File: src/rtl/gpu_pkg.sv
// Shared encodings for the core scheduler and fetch stage, plus a saturating counter helper.
// Latency: n/a (declarations only).
// Backpressure: n/a.
package gpu_pkg;

    typedef enum logic [2:0] {
        CORE_IDLE    = 3'b000,
        CORE_FETCH   = 3'b001,
        CORE_DECODE  = 3'b010,
        CORE_REQUEST = 3'b011,
        CORE_WAIT    = 3'b100,
        CORE_EXECUTE = 3'b101,
        CORE_UPDATE  = 3'b110,
        CORE_DONE    = 3'b111
    } core_state_t;

    typedef enum logic [2:0] {
        FS_IDLE     = 3'b000,
        FS_FETCHING = 3'b001,
        FS_FETCHED  = 3'b010
    } fetch_state_t;

    function automatic logic [15:0] sat_inc16(input logic [15:0] v);
        return (v == 16'hFFFF) ? v : v + 16'd1;
    endfunction

endpackage

File: src/rtl/icache_array.sv
// Direct-mapped instruction store: valid/tag/data per line, combinational lookup, synchronous fill.
// Latency: read 0 cycles, write and flush take effect at the next edge.
// Backpressure: none; a flush in the same cycle as a fill leaves the line invalid.
module icache_array #(
    parameter int LINES     = 16,
    parameter int IDX_BITS  = 4,
    parameter int TAG_BITS  = 5,
    parameter int DATA_BITS = 16
) (
    input  logic                 clk,
    input  logic                 reset,
    input  logic [IDX_BITS-1:0]  rd_idx,
    input  logic [TAG_BITS-1:0]  rd_tag,
    output logic                 rd_hit,
    output logic [DATA_BITS-1:0] rd_data,
    input  logic                 wr_en,
    input  logic [IDX_BITS-1:0]  wr_idx,
    input  logic [TAG_BITS-1:0]  wr_tag,
    input  logic [DATA_BITS-1:0] wr_data,
    input  logic                 flush
);

    logic [LINES-1:0]     valid_q;
    logic [TAG_BITS-1:0]  tag_q  [LINES];
    logic [DATA_BITS-1:0] data_q [LINES];

    always_ff @(posedge clk) begin
        if (reset) begin
            valid_q <= '0;
        end else if (flush) begin
            valid_q <= '0;
        end else if (wr_en) begin
            valid_q[wr_idx] <= 1'b1;
        end
    end

    // Payload is unreset; valid_q alone decides whether a line can hit.
    always_ff @(posedge clk) begin
        if (wr_en && !reset) begin
            tag_q[wr_idx]  <= wr_tag;
            data_q[wr_idx] <= wr_data;
        end
    end

    assign rd_hit  = valid_q[rd_idx] && (tag_q[rd_idx] == rd_tag);
    assign rd_data = data_q[rd_idx];

endmodule

File: src/rtl/inst_fetcher.sv
// Instruction fetch stage: returns the instruction at current_pc, via a direct-mapped cache or program memory.
// Latency: hit 1 cycle, miss 1 + memory latency.
// Backpressure: request held until mem_read_ready; result held in FETCHED until core_state==DECODE.
module inst_fetcher
    import gpu_pkg::*;
#(
    parameter int PROGRAM_MEM_ADDR_BITS = 8,
    parameter int PROGRAM_MEM_DATA_BITS = 16,
    parameter int CACHE_LINES           = 16,
    parameter int CACHE_ENABLE          = 1
) (
    input  logic                             clk,
    input  logic                             reset,
    input  logic [2:0]                       core_state,
    input  logic [PROGRAM_MEM_ADDR_BITS-1:0] current_pc,
    input  logic                             icache_flush,
    output logic                             mem_read_valid,
    output logic [PROGRAM_MEM_ADDR_BITS-1:0] mem_read_address,
    input  logic                             mem_read_ready,
    input  logic [PROGRAM_MEM_DATA_BITS-1:0] mem_read_data,
    output logic [2:0]                       fetcher_state,
    output logic [PROGRAM_MEM_DATA_BITS-1:0] instruction,
    output logic [15:0]                      hit_count,
    output logic [15:0]                      miss_count
);

    localparam int AB       = PROGRAM_MEM_ADDR_BITS;
    localparam int DB       = PROGRAM_MEM_DATA_BITS;
    localparam int IDX_BITS = $clog2(CACHE_LINES);
    // One spare tag bit keeps the width legal when the cache covers the whole address space.
    localparam int TAG_BITS = AB - IDX_BITS + 1;

    fetch_state_t state_q, state_d;

    logic [IDX_BITS-1:0] lookup_idx, fill_idx;
    logic [TAG_BITS-1:0] lookup_tag, fill_tag;
    logic                array_hit, hit;
    logic [DB-1:0]       array_data;
    logic                lookup_go, fill_go, fill_wr;

    assign lookup_idx = current_pc[IDX_BITS-1:0];
    assign lookup_tag = TAG_BITS'({1'b0, current_pc} >> IDX_BITS);
    // Fill uses the latched request address so a drifting PC cannot corrupt the line.
    assign fill_idx   = mem_read_address[IDX_BITS-1:0];
    assign fill_tag   = TAG_BITS'({1'b0, mem_read_address} >> IDX_BITS);

    assign hit     = array_hit && (CACHE_ENABLE != 0);
    assign fill_wr = fill_go && (CACHE_ENABLE != 0);

    icache_array #(
        .LINES     (CACHE_LINES),
        .IDX_BITS  (IDX_BITS),
        .TAG_BITS  (TAG_BITS),
        .DATA_BITS (DB)
    ) u_icache_array (
        .clk     (clk),
        .reset   (reset),
        .rd_idx  (lookup_idx),
        .rd_tag  (lookup_tag),
        .rd_hit  (array_hit),
        .rd_data (array_data),
        .wr_en   (fill_wr),
        .wr_idx  (fill_idx),
        .wr_tag  (fill_tag),
        .wr_data (mem_read_data),
        .flush   (icache_flush)
    );

    always_comb begin
        state_d   = state_q;
        lookup_go = 1'b0;
        fill_go   = 1'b0;
        case (state_q)
            FS_IDLE: begin
                if (core_state == CORE_FETCH) begin
                    lookup_go = 1'b1;
                    state_d   = hit ? FS_FETCHED : FS_FETCHING;
                end
            end
            FS_FETCHING: begin
                if (mem_read_ready && mem_read_valid) begin
                    fill_go = 1'b1;
                    state_d = FS_FETCHED;
                end
            end
            FS_FETCHED: begin
                if (core_state == CORE_DECODE) begin
                    state_d = FS_IDLE;
                end
            end
            default: state_d = FS_IDLE;
        endcase
    end

    always_ff @(posedge clk) begin
        if (reset) begin
            state_q <= FS_IDLE;
        end else begin
            state_q <= state_d;
        end
    end

    always_ff @(posedge clk) begin
        if (reset) begin
            mem_read_valid   <= 1'b0;
            mem_read_address <= '0;
            instruction      <= '0;
            hit_count        <= '0;
            miss_count       <= '0;
        end else begin
            if (lookup_go && hit) begin
                instruction <= array_data;
                hit_count   <= sat_inc16(hit_count);
            end else if (lookup_go) begin
                mem_read_valid   <= 1'b1;
                mem_read_address <= current_pc;
                miss_count       <= sat_inc16(miss_count);
            end
            if (fill_go) begin
                instruction    <= mem_read_data;
                mem_read_valid <= 1'b0;
            end
        end
    end

    assign fetcher_state = state_q;

endmodule

File: config.mk
export PLATFORM = sky130hd
export DESIGN_NAME = inst_fetcher
export DESIGN_NICKNAME = d
export VERILOG_FILES = /design/src/rtl/gpu_pkg.sv /design/src/rtl/icache_array.sv /design/src/rtl/inst_fetcher.sv
export SDC_FILE = /design/constraint.sdc
export NUM_CORES = 1
export LEC_CHECK = 0
export BUFFER_PORTS_ARGS = -buffer_cell sky130_fd_sc_hd__buf_2
export CORE_ASPECT_RATIO = 1.25
export CORE_UTILIZATION = 45
export DETAILED_ROUTE_END_ITERATION = 8
export PLACE_DENSITY_LB_ADDON = 0.12
export SLEW_MARGIN = 15
export SYNTH_ARGS = -nofsm -noshare
export SYNTH_HDL_FRONTEND = slang
export SYNTH_SLANG_ARGS = --single-unit
File: constraint.sdc
create_clock -name clk -period 3.1 [get_ports clk]
set_input_delay 0.62 -clock clk [delete_from_list [all_inputs] [get_ports clk]]
set_output_delay 0.62 -clock clk [all_outputs]
set_load 0.005 [all_outputs]
# Word level (Yosys, flattened, before mapping)
# Memory sizes are Yosys's and may differ from the RTL's.
# Index checks and enable logic that the tools add are counted.
# op_classes
reduce_logical,14
n_eq_ne,10
n_lt_le_gt_ge,3
addsub,2
n_bitwise,4
muxes,17
# op_table
op,count
16-bit by 1-bit adder with 16-bit output (second input constant),2
16-bit equality test (second input constant),2
16-bit 2-to-1 mux,2
16-bit OR,1
4-bit by 5-bit < comparator with 1-bit output (second input constant),2
3-bit 2-to-1 mux,3
3-bit one-hot mux with 3 select lines,1
1-bit 2-to-1 mux,8
3-bit by 1-bit equality test with 1-bit output (second input constant),2
3-bit by 2-bit equality test with 1-bit output (second input constant),2
2-bit inequality test (second input constant),3
3-bit AND reduction,2
5-bit by 4-bit equality test with 1-bit output,1
1-bit logical AND,5
1-bit binary-select mux with 4-bit select,1
1-bit demux with 4-bit select,1
4-bit by 1-bit >= comparator with 1-bit output (second input constant),1
2-bit AND reduction,2
2-bit OR reduction,2
3-bit logical NOT,1
1-bit NOT,3
2-bit 2-to-1 mux,1
2-bit nonzero test,1
1-bit logical NOT,1
# totals
wordCells,59
ram_bits,320
memories,2
out_inout_bits,60
reg_bits,76
in_bits,31
# mem_list
memory,depth,width,rd,rd_ports_with_merged_regs,wr,line_no,source
u_icache_array.data_q,16,16,1,0,1,icache_array.sv:25,logic [DATA_BITS-1:0] data_q [LINES];
u_icache_array.tag_q,16,4,1,0,1,icache_array.sv:24,logic [TAG_BITS-1:0] tag_q [LINES];

# Longest topological paths before layout
# Gate-level depths: netlist (run 1).
# logic_depth
depth_word,6
mapped_depth,13
mapped_depth_nobuf,8

# Hierarchy
# Synthesis (run 1) repeated with hierarchy kept, for this count alone.
# unflattened
cells_unflattened,924
hier_area_um2,16355.7
# by_module_without_submodules
module,cells_each,area_per_inst_um2,n_inst,seq_area_each_um2
icache_array,578,13477.9,1,10410.0
inst_fetcher,346,2877.8,1,1181.1

# Worst setup path before layout (run 1)
# No wires, ideal clock.
# synth_path
path_kind,input -> register
start,input current_pc[1]
end,register hit_count[4]
setup_ps,121
arrival_time_ps,3141
cell_stages,10
path_buffers,2
slack_ps,-162
required_ps,2979
cell_sequence,buf_6 -> mux4_1 -> mux4_2 -> xor2_1 -> nor2b_2 -> o2111ai_1 -> or2_1 -> buf_6 -> or3b_4 -> mux2_4
# synth_between
elab_chain_len,5
word_cells_on_any_way,7
cone_classes,1 x eq/ne; 2 x mux; 3 x reduce/logical; 1 x memory
# synth_lines
item,line_no,source
"start, declared",inst_fetcher.sv:15,"input logic [PROGRAM_MEM_ADDR_BITS-1:0] current_pc,"
memory 16 x 4 bit / 1-bit binary-select mux with 4-bit select (equally long branches),--,
5-bit by 4-bit equality test with 1-bit output / 1-bit 2-to-1 mux (equally long branches),icache_array.sv:45,assign rd_hit = valid_q[rd_idx] && (tag_q[rd_idx] == rd_tag);
1-bit logical AND *,icache_array.sv:45,
1-bit logical AND *,inst_fetcher.sv:111,if (lookup_go && hit) begin
2-bit AND reduction (no source line) *,--,
"end signal, assigned",inst_fetcher.sv:113,hit_count <= sat_inc16(hit_count);
"end, declared",inst_fetcher.sv:23,"output logic [15:0] hit_count,"
# Mark *: on every way between the ends. The rest lies on a longest branch, timed or not. The select of a mux whose other input is x is not followed.
# A chain may end at the register's enable or synchronous reset.

# Worst setup path after layout (run 1)
# layout_path
start,memory u_icache_array.tag_q[5][1] (netlist bit)
end,register hit_count[4]
# layout_between
elab_chain_len,5
# layout_lines
item,line_no
"start, declared",icache_array.sv:24
memory 16 x 4 bit,--
5-bit by 4-bit equality test with 1-bit output,icache_array.sv:45
1-bit logical AND,icache_array.sv:45
1-bit logical AND,inst_fetcher.sv:111
2-bit AND reduction (no source line),--
# Every way passes these cells.

==> results of run 1 <==
[power groups by stage]
stage	combinational, mW	sequential, mW	clock, mW
3_5_place_dp	0.441	5.85	0
5_1_grt	0.471	5.73	4.87
4_1_cts	0.441	5.73	4.66
2_1_floorplan	0.265	5.85	0
3_3_place_gp	0.435	5.85	0
6_report	0.434	5.74	4.56
[worst max-delay path, stage by stage, from the launching register on]
cell	delay (ns)
sky130_fd_sc_hd__edfxtp_1	0.37
sky130_fd_sc_hd__mux4_2	0.47
sky130_fd_sc_hd__mux4_2	0.50
sky130_fd_sc_hd__xor2_2	0.21
sky130_fd_sc_hd__nor2b_2	0.14
sky130_fd_sc_hd__o2111ai_2	0.13
sky130_fd_sc_hd__or2_4	0.27
sky130_fd_sc_hd__buf_12	0.14
sky130_fd_sc_hd__or3b_4	0.37
sky130_fd_sc_hd__mux2_4	0.30
[metal layers]
metal	up-vias	routed length, um	global-route usage [%]
met3	51	1690	3.60
met2	214	18700	36.6
met4	0	781	6.09
met1	4600	16100	28.5
met5	-	0	0
li1	3945	-	-
[synthesized netlist by cell type (all sizes together), types with 2 or more instances]
library cell	n	share of area [%]
or2	3	0.12
ha	2	0.16
o22ai	2	0.080
buf	21	0.75
or3	9	0.36
xor2	4	0.22
nor2b	20	0.81
nor3	8	0.25
a31oi	5	0.20
dfxtp	75	9.6
xnor2	2	0.11
a21oi	38	1.2
a211oi	14	0.67
nand3b	2	0.096
clkbuf	33	0.79
nor4b	2	0.11
a31o	4	0.22
nor2	85	2.0
nand2b	2	0.080
o31a	2	0.11
a221oi	2	0.11
or4	4	0.19
nor4	4	0.16
mux2i	20	1.3
edfxtp	320	61
and3	10	0.40
a311oi	6	0.33
nand4	9	0.36
inv	6	0.14
nand3	15	0.48
nor3b	2	0.096
o31ai	5	0.24
o21ai	9	0.29
mux4	96	14
mux2	18	1.3
nand2	48	1.1
[cell families after synthesis]
family,after synthesis,synth area share [%]
compound gates,93,3.80
xor+xnor,6,0.334
fa+ha+maj,2,0.159
buf+inv,61,1.70
flops,395,70.7
mux,134,16.4
other cells,1,0.0239
simple gates,226,6.86
[repair_timing]
item,CTS,global route
endpoints found under the setup margin,0,9
resized for setup,0,6
hold endpoints to repair,0,0
setup buffers,0,0
[worst paths after layout]
path,from,end,cells past startpoint
setup / recovery,u_icache_array.tag_q[5][1],hit_count[4],9
hold / removal,current_pc[4],mem_read_address[4],3
setup reg to reg,u_icache_array.tag_q[5][1],hit_count[4],9
hold reg to reg,instruction[10],instruction[10],2
[registers in the layout, summed over array words and instances, names as in the netlist]
name	count
fetcher_state	2
hit_count	16
instruction	16
mem_read_address	8
mem_read_valid	1
miss_count	16
u_icache_array.data_q	256
u_icache_array.tag_q	64
u_icache_array.valid_q	16
[area by class of cell]
| type | count | area (um^2) | area share [%] |
|---|---|---|---|
| clock inverter | 21 | 154 | 0.834 |
| tap | 468 | 586 | 3.17 |
| multi-input combinational | 462 | 4420 | 23.9 |
| timing repair buffer | 167 | 1100 | 5.97 |
| sequential | 395 | 11100 | 60.2 |
| clock buffer | 49 | 1070 | 5.77 |
| antenna | 1 | 2.50 | 0.0136 |
| inverter | 7 | 26.3 | 0.142 |
[stage by stage]
step	TNS, ns	hold WS [ns]	cells
final	0	0.393	1570
after global routing	-0.0335	0.406	1569
after CTS	0	0.380	1569
after detailed placement	-11.98	0.449	1499
after global placement	-9.51	0.443	1499
after floorplan	-0.588	0.431	918
[cells in the final DEF, fill, tap and decap left out, drive strengths merged, types with 5 or more instances in the layout]
cell	synthesis	final
a31oi	5	5
nor2b	20	20
a21oi	38	38
mux4	96	96
a211oi	14	14
nand3	15	15
nor2	85	85
nand2	48	48
clkinv	1	16
dfxtp	75	75
edfxtp	320	320
nand4	9	9
a311oi	6	6
o21ai	9	9
mux2	18	18
inv	6	6
o31ai	5	5
mux2i	20	20
nor3	8	8
buf	21	167
clkbuf	33	49
and3	10	10
or3	9	9
==> flow_results.xml, run 1 <==
<?xml version="1.0" encoding="UTF-8"?>
<metrics>
  <group name="clocking">
    <metric name="cts_num_sinks" unit="">395</metric>
    <metric name="clock_tree.htree_level_count" unit="">2</metric>
    <metric name="cts_tree" unit="">done</metric>
    <metric name="path_clk_slew" unit="ns">0.06</metric>
    <metric name="cts_root_buffer" unit="">sky130_fd_sc_hd__clkbuf_16</metric>
    <metric name="number_of_buffers_created_by_cts" unit="">39</metric>
    <metric name="worst_skew_pair.late_latency" unit="ns">0.54</metric>
    <metric name="cts-hold-fix-buffers" unit="">0</metric>
    <metric name="cts-root-to-sink-buffers" unit="">3</metric>
  </group>
  <group name="sta">
    <metric name="report.final.setup_viol" unit="">0</metric>
    <metric name="timing.final.crit_share" unit="%">97.0</metric>
    <metric name="maxSlewHeadroom" unit="%">39.6</metric>
    <metric name="postLayoutSetupSlackWorst" unit="ns">0.0922</metric>
    <metric name="worst_clock_skew" unit="ns">0.0151</metric>
    <metric name="final_max_slew_viol_count" unit="">0</metric>
    <metric name="worst_slew_pin_slew" unit="ns">0.906</metric>
    <metric name="max_clock_freq" unit="MHz">332</metric>
    <metric name="clock_period_minus_worst_slack" unit="ns">3.01</metric>
    <metric name="hold_viol_final" unit="">0</metric>
  </group>
  <group name="grt">
    <metric name="antenna_violations_before_repair" unit="">1</metric>
    <metric name="maximum_number_of_pins_on_one_net_before_global_route_repair" unit="">75</metric>
    <metric name="grt_first_pass_wirelength" unit="um">55800</metric>
    <metric name="grt_remaining_overflow" unit="">0</metric>
    <metric name="vias_in_the_first_global_route" unit="">8854</metric>
    <metric name="gr-usage-all-layers" unit="%">21.5</metric>
  </group>
  <group name="route">
    <metric name="drtAntennaViolNets" unit="">0</metric>
    <metric name="drt_drc" unit="">0</metric>
    <metric name="via_count" unit="">8810</metric>
    <metric name="wl_per_cell" unit="um">23.7</metric>
    <metric name="detail_route.iter0.violations" unit="">482</metric>
    <metric name="detailedRoute.firstPassIterationCount" unit="">5</metric>
    <metric name="detail_route.vias_per_cell" unit="">5.61</metric>
    <metric name="wl" unit="um">37300</metric>
  </group>
  <group name="floorplanning">
    <metric name="die_area" unit="mm^2">0.0357</metric>
    <metric name="die_y" unit="um">211</metric>
    <metric name="io_pins" unit="">91</metric>
    <metric name="number_of_rows_created_at_floorplan" unit="">76</metric>
    <metric name="coreArea" unit="mm^2">0.0344</metric>
    <metric name="start_util" unit="%">45.6</metric>
    <metric name="die_width" unit="um">169</metric>
  </group>
  <group name="min_path">
    <metric name="worst_hold_check_path_type" unit="">in2reg</metric>
  </group>
  <group name="synth">
    <metric name="synth_async_sr_flop_share" unit="%">0</metric>
    <metric name="synthesized_area_per_cell" unit="um^2">17.1</metric>
    <metric name="synth_seq_cells" unit="">395</metric>
    <metric name="yosys.cell_types.count" unit="">54</metric>
    <metric name="synth_area" unit="mm^2">0.0157</metric>
    <metric name="synth_enable_flop_cells" unit="">320</metric>
    <metric name="ys_seq_area_share" unit="%">70.7</metric>
    <metric name="total_of_warnings_raised_by_yosys" unit="">0</metric>
    <metric name="synth_nets" unit="">951</metric>
    <metric name="synth_top_flop_cell" unit="">sky130_fd_sc_hd__edfxtp_1</metric>
    <metric name="netlist_instances" unit="">918</metric>
  </group>
  <group name="worst_setup_path">
    <metric name="worst_path_required_time" unit="ns">3.52</metric>
    <metric name="path_max_fanout" unit="">8</metric>
    <metric name="critPathKind" unit="">reg2reg</metric>
    <metric name="worst_setup_path_end_kind" unit="">flop</metric>
    <metric name="ff2ff_setup_slack" unit="ns">0.09</metric>
    <metric name="worst_ep_arrival_time" unit="ns">3.43</metric>
    <metric name="cp_startpoint_kind" unit="">flop</metric>
  </group>
  <group name="pwr">
    <metric name="max-vdd-ir-drop" unit="mV">0.336</metric>
    <metric name="clock_power_share" unit="%">42.5</metric>
    <metric name="power.share.combinational" unit="%">4.0</metric>
    <metric name="power.total" unit="mW">10.7</metric>
    <metric name="total_internal_power" unit="mW">8.52</metric>
    <metric name="leakagePower" unit="nW">6.20</metric>
    <metric name="seq_power_share" unit="%">53.5</metric>
    <metric name="ratio_of_total_power_to_cell_area" unit="mW/mm^2">581</metric>
    <metric name="sw_frac_of_total" unit="%">20.6</metric>
    <metric name="power.switching" unit="mW">2.21</metric>
  </group>
  <group name="placed_design">
    <metric name="gpl.final_weighted_congestion" unit="">0.760</metric>
    <metric name="dp_slack" unit="ns">-0.375</metric>
    <metric name="port_buffers" unit="">89</metric>
    <metric name="detailed_place_hpwl" unit="um">23000</metric>
    <metric name="postPlaceCellArea" unit="mm^2">0.0172</metric>
  </group>
  <group name="cells_and_area">
    <metric name="syn_to_final_growth" unit="%">17.5</metric>
    <metric name="final_net_count" unit="">1105</metric>
    <metric name="fin_area" unit="mm^2">0.0185</metric>
    <metric name="drive_gt1_share" unit="%">33.5</metric>
    <metric name="fin_util" unit="%">53.6</metric>
    <metric name="layout.filler_cells" unit="">2832</metric>
  </group>
  <group name="outcome">
    <metric name="run_status" unit="">finished, final reports clean</metric>
  </group>
  <group name="job">
    <metric name="maxCapViolations" unit="">0</metric>
  </group>
</metrics>
No activity file was read; power rests on OpenSTA's default activity.
==> run 2: changes to the inputs <==
--- a/config.mk
+++ b/config.mk
@@ -5,6 +5,7 @@
 export SDC_FILE = /design/constraint.sdc
 export NUM_CORES = 1
 export LEC_CHECK = 0
+export ABC_AREA = 1
 export BUFFER_PORTS_ARGS = -buffer_cell sky130_fd_sc_hd__buf_2
 export CORE_ASPECT_RATIO = 1.25
 export CORE_UTILIZATION = 45
==> flow_results.xml, run 2 <==
<?xml version="1.0" encoding="UTF-8"?>
<metrics>
  <group name="outcome">
    <metric name="run_status" unit="">finished, final reports clean</metric>
  </group>
  <group name="sta">
    <metric name="hold_viol_final" unit="">0</metric>
    <metric name="report.final.setup_viol" unit="">0</metric>
    <metric name="max_clock_freq" unit="MHz">404</metric>
    <metric name="worst_clock_skew" unit="ns">0.0218</metric>
    <metric name="final_max_slew_viol_count" unit="">0</metric>
    <metric name="maxSlewHeadroom" unit="%">51.3</metric>
    <metric name="timing.final.crit_share" unit="%">79.8</metric>
    <metric name="postLayoutSetupSlackWorst" unit="ns">0.627</metric>
    <metric name="clock_period_minus_worst_slack" unit="ns">2.47</metric>
    <metric name="rsz0062_at_grt" unit="">no</metric>
    <metric name="setup_tns" unit="ns">0</metric>
    <metric name="worst_slew_pin_slew" unit="ns">0.730</metric>
  </group>
  <group name="floorplanning">
    <metric name="die_area" unit="mm^2">0.0375</metric>
    <metric name="coreArea" unit="mm^2">0.0362</metric>
    <metric name="die_width" unit="um">173</metric>
    <metric name="start_util" unit="%">45.7</metric>
    <metric name="number_of_rows_created_at_floorplan" unit="">78</metric>
    <metric name="die_y" unit="um">216</metric>
    <metric name="io_pins" unit="">91</metric>
  </group>
  <group name="synth">
    <metric name="yosys.cell_types.count" unit="">33</metric>
    <metric name="synth_nets" unit="">1565</metric>
    <metric name="synth_top_flop_cell" unit="">sky130_fd_sc_hd__edfxtp_1</metric>
    <metric name="most_frequently_used_cell_type_in_the_post_synthesis_netlist" unit="">sky130_fd_sc_hd__edfxtp_1</metric>
    <metric name="synth_enable_flop_cells" unit="">320</metric>
    <metric name="fraction_of_post_synthesis_cell_area_in_the_top_cell_type_by_area" unit="%">58.1</metric>
    <metric name="netlist_instances" unit="">1532</metric>
    <metric name="synthTopCellsByCount" unit="">sky130_fd_sc_hd__edfxtp_1, sky130_fd_sc_hd__nor2_1, sky130_fd_sc_hd__nand2_1, sky130_fd_sc_hd__o21ai_0, sky130_fd_sc_hd__inv_1</metric>
    <metric name="synth_async_sr_flop_share" unit="%">0</metric>
    <metric name="synth_seq_cells" unit="">395</metric>
    <metric name="yosys.area.top_type" unit="">sky130_fd_sc_hd__edfxtp_1</metric>
    <metric name="synthesized_area_per_cell" unit="um^2">10.8</metric>
    <metric name="synth_area_leaders" unit="">sky130_fd_sc_hd__edfxtp_1, sky130_fd_sc_hd__dfxtp_1, sky130_fd_sc_hd__nor2_1</metric>
    <metric name="total_of_warnings_raised_by_yosys" unit="">0</metric>
    <metric name="ys_seq_area_share" unit="%">67.2</metric>
    <metric name="synth_area" unit="mm^2">0.0165</metric>
  </group>
  <group name="clocking">
    <metric name="number_of_buffers_created_by_cts" unit="">41</metric>
    <metric name="clock_tree.htree_level_count" unit="">2</metric>
    <metric name="post_cts.repair.setup_buffers" unit="">0</metric>
    <metric name="worst_skew_pair.late_latency" unit="ns">0.56</metric>
    <metric name="cts_num_sinks" unit="">395</metric>
    <metric name="cts_tree" unit="">done</metric>
    <metric name="cts-hold-fix-buffers" unit="">0</metric>
    <metric name="post_cts_resized" unit="">0</metric>
    <metric name="path_clk_slew" unit="ns">0.06</metric>
    <metric name="cts-root-to-sink-buffers" unit="">3</metric>
    <metric name="cts_root_buffer" unit="">sky130_fd_sc_hd__clkbuf_16</metric>
  </group>
  <group name="cells_and_area">
    <metric name="multi_input_area" unit="mm^2">0.00466</metric>
    <metric name="drive_gt1_share" unit="%">14.9</metric>
    <metric name="layout.filler_cells" unit="">3207</metric>
    <metric name="most_frequent_standard_cell_in_the_layout_excluding_fill_and_tap_cells" unit="">sky130_fd_sc_hd__edfxtp_1</metric>
    <metric name="fin_util" unit="%">52.7</metric>
    <metric name="largest_registers" unit="">u_icache_array.data_q x256, u_icache_array.tag_q x64</metric>
    <metric name="final-seq-area" unit="mm^2">0.0111</metric>
    <metric name="largest_register_ffs" unit="">256</metric>
    <metric name="final_net_count" unit="">1668</metric>
    <metric name="fin_area" unit="mm^2">0.0191</metric>
    <metric name="largest_register" unit="">u_icache_array.data_q</metric>
    <metric name="syn_to_final_growth" unit="%">15.5</metric>
    <metric name="layout.cells.most_common_list" unit="">sky130_fd_sc_hd__edfxtp_1, sky130_fd_sc_hd__nand2_1, sky130_fd_sc_hd__nor2_1, sky130_fd_sc_hd__o21ai_0, sky130_fd_sc_hd__inv_1</metric>
    <metric name="layout.cells.non_filler" unit="">2150</metric>
  </group>
  <group name="min_path">
    <metric name="worst_hold_check_path_type" unit="">in2reg</metric>
  </group>
  <group name="worst_setup_path">
    <metric name="worst_ep_arrival_time" unit="ns">2.92</metric>
    <metric name="timing.rr.start" unit="">hit_count[0]</metric>
    <metric name="timing.reg2reg.worst_path_depth" unit="">11</metric>
    <metric name="reg2reg_to" unit="">hit_count[0]</metric>
    <metric name="worstSetupStartpoint" unit="">hit_count[0]</metric>
    <metric name="ff2ff_setup_slack" unit="ns">0.63</metric>
    <metric name="max_stage_delay" unit="ns">0.41</metric>
    <metric name="worst_setup_path_end_kind" unit="">flop</metric>
    <metric name="critical_path.slowest_cell" unit="">sky130_fd_sc_hd__dfxtp_1</metric>
    <metric name="path_max_fanout" unit="">17</metric>
    <metric name="crit_path_end" unit="">hit_count[0]</metric>
    <metric name="critPathKind" unit="">reg2reg</metric>
    <metric name="worst_path_most_repeated_cell" unit="">sky130_fd_sc_hd__nor2_1</metric>
    <metric name="worst_path_required_time" unit="ns">3.54</metric>
    <metric name="cp_startpoint_kind" unit="">flop</metric>
    <metric name="crit_path_cell_trace" unit="">ha_1 &gt; nand2_1 &gt; nor3_1 &gt; nand3_1 &gt; nor2_1 &gt; nand3_2 &gt; nand3_1 &gt; buf_4 &gt; inv_1 &gt; nor2_1 &gt; nor2_1</metric>
  </group>
  <group name="route">
    <metric name="wl" unit="um">45100</metric>
    <metric name="detailedRoute.firstPassIterationCount" unit="">5</metric>
    <metric name="drt_drc" unit="">0</metric>
    <metric name="detail_route.vias_per_cell" unit="">5.53</metric>
    <metric name="wl_per_cell" unit="um">21.0</metric>
    <metric name="detail_route.iter0.violations" unit="">895</metric>
    <metric name="drtAntennaViolNets" unit="">0</metric>
    <metric name="via_count" unit="">11900</metric>
  </group>
  <group name="grt">
    <metric name="grt_first_pass_wirelength" unit="um">68700</metric>
    <metric name="maximum_number_of_pins_on_one_net_before_global_route_repair" unit="">61</metric>
    <metric name="antenna_violations_before_repair" unit="">2</metric>
    <metric name="gr-usage-all-layers" unit="%">24.2</metric>
    <metric name="grt_remaining_overflow" unit="">0</metric>
    <metric name="vias_in_the_first_global_route" unit="">11800</metric>
  </group>
  <group name="placed_design">
    <metric name="gpl.final_weighted_congestion" unit="">0.823</metric>
    <metric name="postPlaceCellArea" unit="mm^2">0.0178</metric>
    <metric name="numPlacedInstances" unit="">2072</metric>
    <metric name="detailed_place_hpwl" unit="um">26900</metric>
    <metric name="dp_slack" unit="ns">0.353</metric>
    <metric name="port_buffers" unit="">89</metric>
  </group>
  <group name="job">
    <metric name="maxCapViolations" unit="">0</metric>
  </group>
  <group name="pwr">
    <metric name="max-vdd-ir-drop" unit="mV">0.340</metric>
    <metric name="leakagePower" unit="nW">6.98</metric>
    <metric name="ratio_of_total_power_to_cell_area" unit="mW/mm^2">589</metric>
  </group>
</metrics>
[run 2: per-layer routing]
layer	GRT usage, %	vias to the layer above	part of all wire (%)
li1	-	5601	-
met1	31.1	5874	43
met2	41.7	329	49
met3	3.11	93	4.6
met4	9.44	0	3.4
met5	0	-	0
[run 2: through the flow]
stage | power [mW] | hold WS [ns]
2_1_floorplan | 6.25 | 0.435
3_3_place_gp | 6.49 | 0.452
3_5_place_dp | 6.50 | 0.451
4_1_cts | 11.3 | 0.404
5_1_grt | 11.6 | 0.419
6_report | 11.3 | 0.421
[run 2: how the worst min path moves through the flow]
stage | startpoint | to | slack [ns] | cells past startpoint
CTS | current_pc[7] | mem_read_address[7] | 0.40 | 3
global placement | u_icache_array.valid_q[4] | u_icache_array.valid_q[4] | 0.45 | 2
global route | current_pc[4] | mem_read_address[4] | 0.42 | 3
detailed placement | u_icache_array.valid_q[12] | u_icache_array.valid_q[12] | 0.45 | 2
floorplan | u_icache_array.valid_q[11] | u_icache_array.valid_q[11] | 0.44 | 2
finish | current_pc[7] | mem_read_address[7] | 0.42 | 3
[run 2: layout make-up]
type | instances | area share, %
Clock inverter | 16 | 0.865
Clock buffer | 60 | 6.11
Timing Repair Buffer | 155 | 5.40
Antenna cell | 2 | 0.0262
Multi-Input combinational cell | 948 | 24.4
Inverter | 94 | 1.86
Tap cell | 480 | 3.14
Sequential cell | 395 | 58.2
[run 2: kinds of logic (layout without fill, tap and decap cells)]
group,count (synthesis),in the layout,synth area share (%)
simple gates,615,615,15.4
fa+ha+maj,2,2,0.151
flops,395,395,67.2
buf+inv,189,325,4.87
compound gates,304,304,10.9
other cells,1,3,0.0227
xor+xnor,26,26,1.38
[run 2: critical path, delay by kind of cell, from the launching register on]
family | cells | cell delay (ns)
adders and majority gates | 1 | 0.26
buffers and inverters | 2 | 0.29
DFF | 1 | 0.41
and+or+nand+nor | 8 | 1.41
[run 2: power by group]
part	internal [mW]	leakage (nW)	switching, mW
sequential	5.74	3.44	0.0212
combinational	0.192	2.88	0.437
clock	2.80	0.654	2.06
==> run 3: changes to the inputs <==
==> constraint.sdc (replaced) <==
create_clock -name clk -period 2.04 [get_ports clk]
set_input_delay 0.408 -clock clk [delete_from_list [all_inputs] [get_ports clk]]
set_output_delay 0.408 -clock clk [all_outputs]
set_load 0.005 [all_outputs]
==> flow_results.xml, run 3 (synthesis results as in run 2) <==
<?xml version="1.0" encoding="UTF-8"?>
<metrics>
  <group name="floorplanning">
    <metric name="die_area" unit="mm^2">0.0375</metric>
    <metric name="number_of_rows_created_at_floorplan" unit="">78</metric>
    <metric name="die_width" unit="um">173</metric>
    <metric name="start_util" unit="%">45.7</metric>
    <metric name="coreArea" unit="mm^2">0.0362</metric>
    <metric name="die_y" unit="um">216</metric>
    <metric name="io_pins" unit="">91</metric>
  </group>
  <group name="sta">
    <metric name="max_clock_freq" unit="MHz">523</metric>
    <metric name="report.final.setup_viol" unit="">0</metric>
    <metric name="setup_tns" unit="ns">0</metric>
    <metric name="hold_viol_final" unit="">0</metric>
    <metric name="timing.final.crit_share" unit="%">93.6</metric>
    <metric name="worst_clock_skew" unit="ns">0.0114</metric>
    <metric name="maxSlewHeadroom" unit="%">48.0</metric>
    <metric name="rsz0062_at_grt" unit="">yes</metric>
    <metric name="final_max_slew_viol_count" unit="">0</metric>
    <metric name="worst_slew_pin_slew" unit="ns">0.779</metric>
    <metric name="clock_period_minus_worst_slack" unit="ns">1.91</metric>
  </group>
  <group name="grt">
    <metric name="vias_in_the_first_global_route" unit="">11800</metric>
    <metric name="antenna_violations_before_repair" unit="">2</metric>
    <metric name="gr-usage-all-layers" unit="%">23.9</metric>
    <metric name="grt_remaining_overflow" unit="">0</metric>
    <metric name="grt_first_pass_wirelength" unit="um">68700</metric>
    <metric name="maximum_number_of_pins_on_one_net_before_global_route_repair" unit="">104</metric>
  </group>
  <group name="clocking">
    <metric name="cts-root-to-sink-buffers" unit="">3</metric>
    <metric name="cts_tree" unit="">done</metric>
    <metric name="cts_num_sinks" unit="">395</metric>
    <metric name="worst_skew_pair.late_latency" unit="ns">0.54</metric>
    <metric name="path_clk_slew" unit="ns">0.06</metric>
    <metric name="cts_root_buffer" unit="">sky130_fd_sc_hd__clkbuf_16</metric>
    <metric name="number_of_buffers_created_by_cts" unit="">40</metric>
    <metric name="clock_tree.htree_level_count" unit="">2</metric>
  </group>
  <group name="pwr">
    <metric name="seq_power_share" unit="%">52.2</metric>
    <metric name="clock_power_share" unit="%">41.4</metric>
    <metric name="total_internal_power" unit="mW">13.0</metric>
    <metric name="ratio_of_total_power_to_cell_area" unit="mW/mm^2">839</metric>
    <metric name="power.share.combinational" unit="%">6.3</metric>
    <metric name="power.total" unit="mW">16.7</metric>
    <metric name="leakagePower" unit="nW">7.32</metric>
    <metric name="sw_frac_of_total" unit="%">22.4</metric>
    <metric name="power.switching" unit="mW">3.75</metric>
    <metric name="max-vdd-ir-drop" unit="mV">0.604</metric>
  </group>
  <group name="cells_and_area">
    <metric name="num_antenna_cells" unit="">0</metric>
    <metric name="multi_input_area" unit="mm^2">0.00487</metric>
    <metric name="largest_register_ffs" unit="">256</metric>
    <metric name="final-seq-area" unit="mm^2">0.0111</metric>
    <metric name="layout.filler_cells" unit="">3189</metric>
    <metric name="largest_register" unit="">u_icache_array.data_q</metric>
    <metric name="fin_util" unit="%">55.1</metric>
    <metric name="layout.cells.most_common_list" unit="">sky130_fd_sc_hd__edfxtp_1, sky130_fd_sc_hd__nand2_1, sky130_fd_sc_hd__nor2_1, sky130_fd_sc_hd__o21ai_0, sky130_fd_sc_hd__inv_1</metric>
    <metric name="largest_registers" unit="">u_icache_array.data_q x256, u_icache_array.tag_q x64</metric>
    <metric name="fin_area" unit="mm^2">0.0199</metric>
    <metric name="syn_to_final_growth" unit="%">20.6</metric>
    <metric name="most_frequent_standard_cell_in_the_layout_excluding_fill_and_tap_cells" unit="">sky130_fd_sc_hd__edfxtp_1</metric>
    <metric name="drive_gt1_share" unit="%">18.4</metric>
    <metric name="final_net_count" unit="">1721</metric>
  </group>
  <group name="min_path">
    <metric name="worst_hold_check_path_type" unit="">in2reg</metric>
  </group>
  <group name="route">
    <metric name="wl" unit="um">44900</metric>
    <metric name="drt_drc" unit="">0</metric>
    <metric name="wl_per_cell" unit="um">20.4</metric>
    <metric name="detailedRoute.firstPassIterationCount" unit="">5</metric>
    <metric name="via_count" unit="">12100</metric>
    <metric name="detail_route.iter0.violations" unit="">984</metric>
    <metric name="detail_route.vias_per_cell" unit="">5.50</metric>
    <metric name="drtAntennaViolNets" unit="">0</metric>
  </group>
  <group name="worst_setup_path">
    <metric name="worst_path_required_time" unit="ns">2.48</metric>
    <metric name="critPathKind" unit="">reg2reg</metric>
    <metric name="cp_startpoint_kind" unit="">flop</metric>
    <metric name="worst_setup_path_end_kind" unit="">flop</metric>
    <metric name="worst_ep_arrival_time" unit="ns">2.35</metric>
    <metric name="path_max_fanout" unit="">7</metric>
  </group>
  <group name="placed_design">
    <metric name="port_buffers" unit="">89</metric>
    <metric name="postPlaceCellArea" unit="mm^2">0.0185</metric>
    <metric name="gpl.final_weighted_congestion" unit="">0.859</metric>
    <metric name="detailed_place_hpwl" unit="um">27400</metric>
  </group>
  <group name="job">
    <metric name="maxCapViolations" unit="">0</metric>
  </group>
  <group name="outcome">
    <metric name="run_status" unit="">finished, final reports clean</metric>
  </group>
</metrics>
[run 3: timing repair]
item / in CTS / in global routing
hold buffers: 0 / 0
setup endpoints to repair: 0 / 134
buffers inserted: 0 / 2
resized for setup: 0 / 44
[run 3: path summary, 6_finish.rpt]
path / start / end / slack [ns] / cells past startpoint
worst max-delay path: u_icache_array.tag_q[2][0] / instruction[7] / 0.13 / 16
worst min-delay path: current_pc[4] / mem_read_address[4] / 0.19 / 3
worst min register to register: u_icache_array.valid_q[12] / u_icache_array.valid_q[12] / 0.46 / 2
worst max register to register: u_icache_array.tag_q[2][0] / instruction[7] / 0.13 / 16
[run 3: worst max-delay path, cell delays in order (launching register included)]
cell	delay, ns
sky130_fd_sc_hd__edfxtp_1	0.36
sky130_fd_sc_hd__nor2_1	0.12
sky130_fd_sc_hd__nor2_1	0.05
sky130_fd_sc_hd__o21ai_1	0.10
sky130_fd_sc_hd__nand3_1	0.11
sky130_fd_sc_hd__nand3_2	0.09
sky130_fd_sc_hd__nand2_2	0.06
sky130_fd_sc_hd__nand2_2	0.07
sky130_fd_sc_hd__nand2_2	0.07
sky130_fd_sc_hd__nor2_4	0.12
sky130_fd_sc_hd__nand3_4	0.09
sky130_fd_sc_hd__nand2_2	0.08
sky130_fd_sc_hd__nand2_4	0.08
sky130_fd_sc_hd__buf_6	0.14
sky130_fd_sc_hd__buf_8	0.12
sky130_fd_sc_hd__nor2_1	0.10
sky130_fd_sc_hd__nor2_1	0.05
[run 3: area by class of cell]
type | instances | area share, %
clock buffers | 54 | 5.50
flip-flops and latches | 395 | 55.7
well taps | 480 | 3.01
clock inverters | 19 | 0.627
repair buffers | 209 | 8.92
multi-input cells | 948 | 24.4
inverters | 94 | 1.81
[run 3: power by group through the flow]
| stage | Sequential, mW | Combinational (mW) | Clock (mW) |
|---|---|---|---|
| 3_3_place_gp | 8.91 | 1.02 | 0 |
| 3_5_place_dp | 8.91 | 1.03 | 0 |
| 2_1_floorplan | 8.92 | 0.581 | 0 |
| 5_1_grt | 8.74 | 1.17 | 7.37 |
| 6_report | 8.74 | 1.06 | 6.93 |
| 4_1_cts | 8.74 | 1.03 | 7.08 |
[run 3: layer usage]
metal	up-vias	GRT usage, %	share of wire, %	wire (um)
li1	5712	-	-	-
met1	5927	30.7	41	18500
met2	377	41.8	51	22800
met3	83	3.14	5.5	2450
met4	4	7.67	2.6	1150
met5	-	0	0.053	24
[run 3: metrics by stage]
step | hold WS, ns | setup WS [ns] | std cells
after global placement | 0.452 | -0.355 | 2123
after floorplan | 0.435 | -0.157 | 1532
after global routing | 0.212 | -0.0199 | 2199
after detailed placement | 0.452 | -0.374 | 2123
final | 0.195 | 0.130 | 2199
after CTS | 0.176 | 0.00213 | 2196
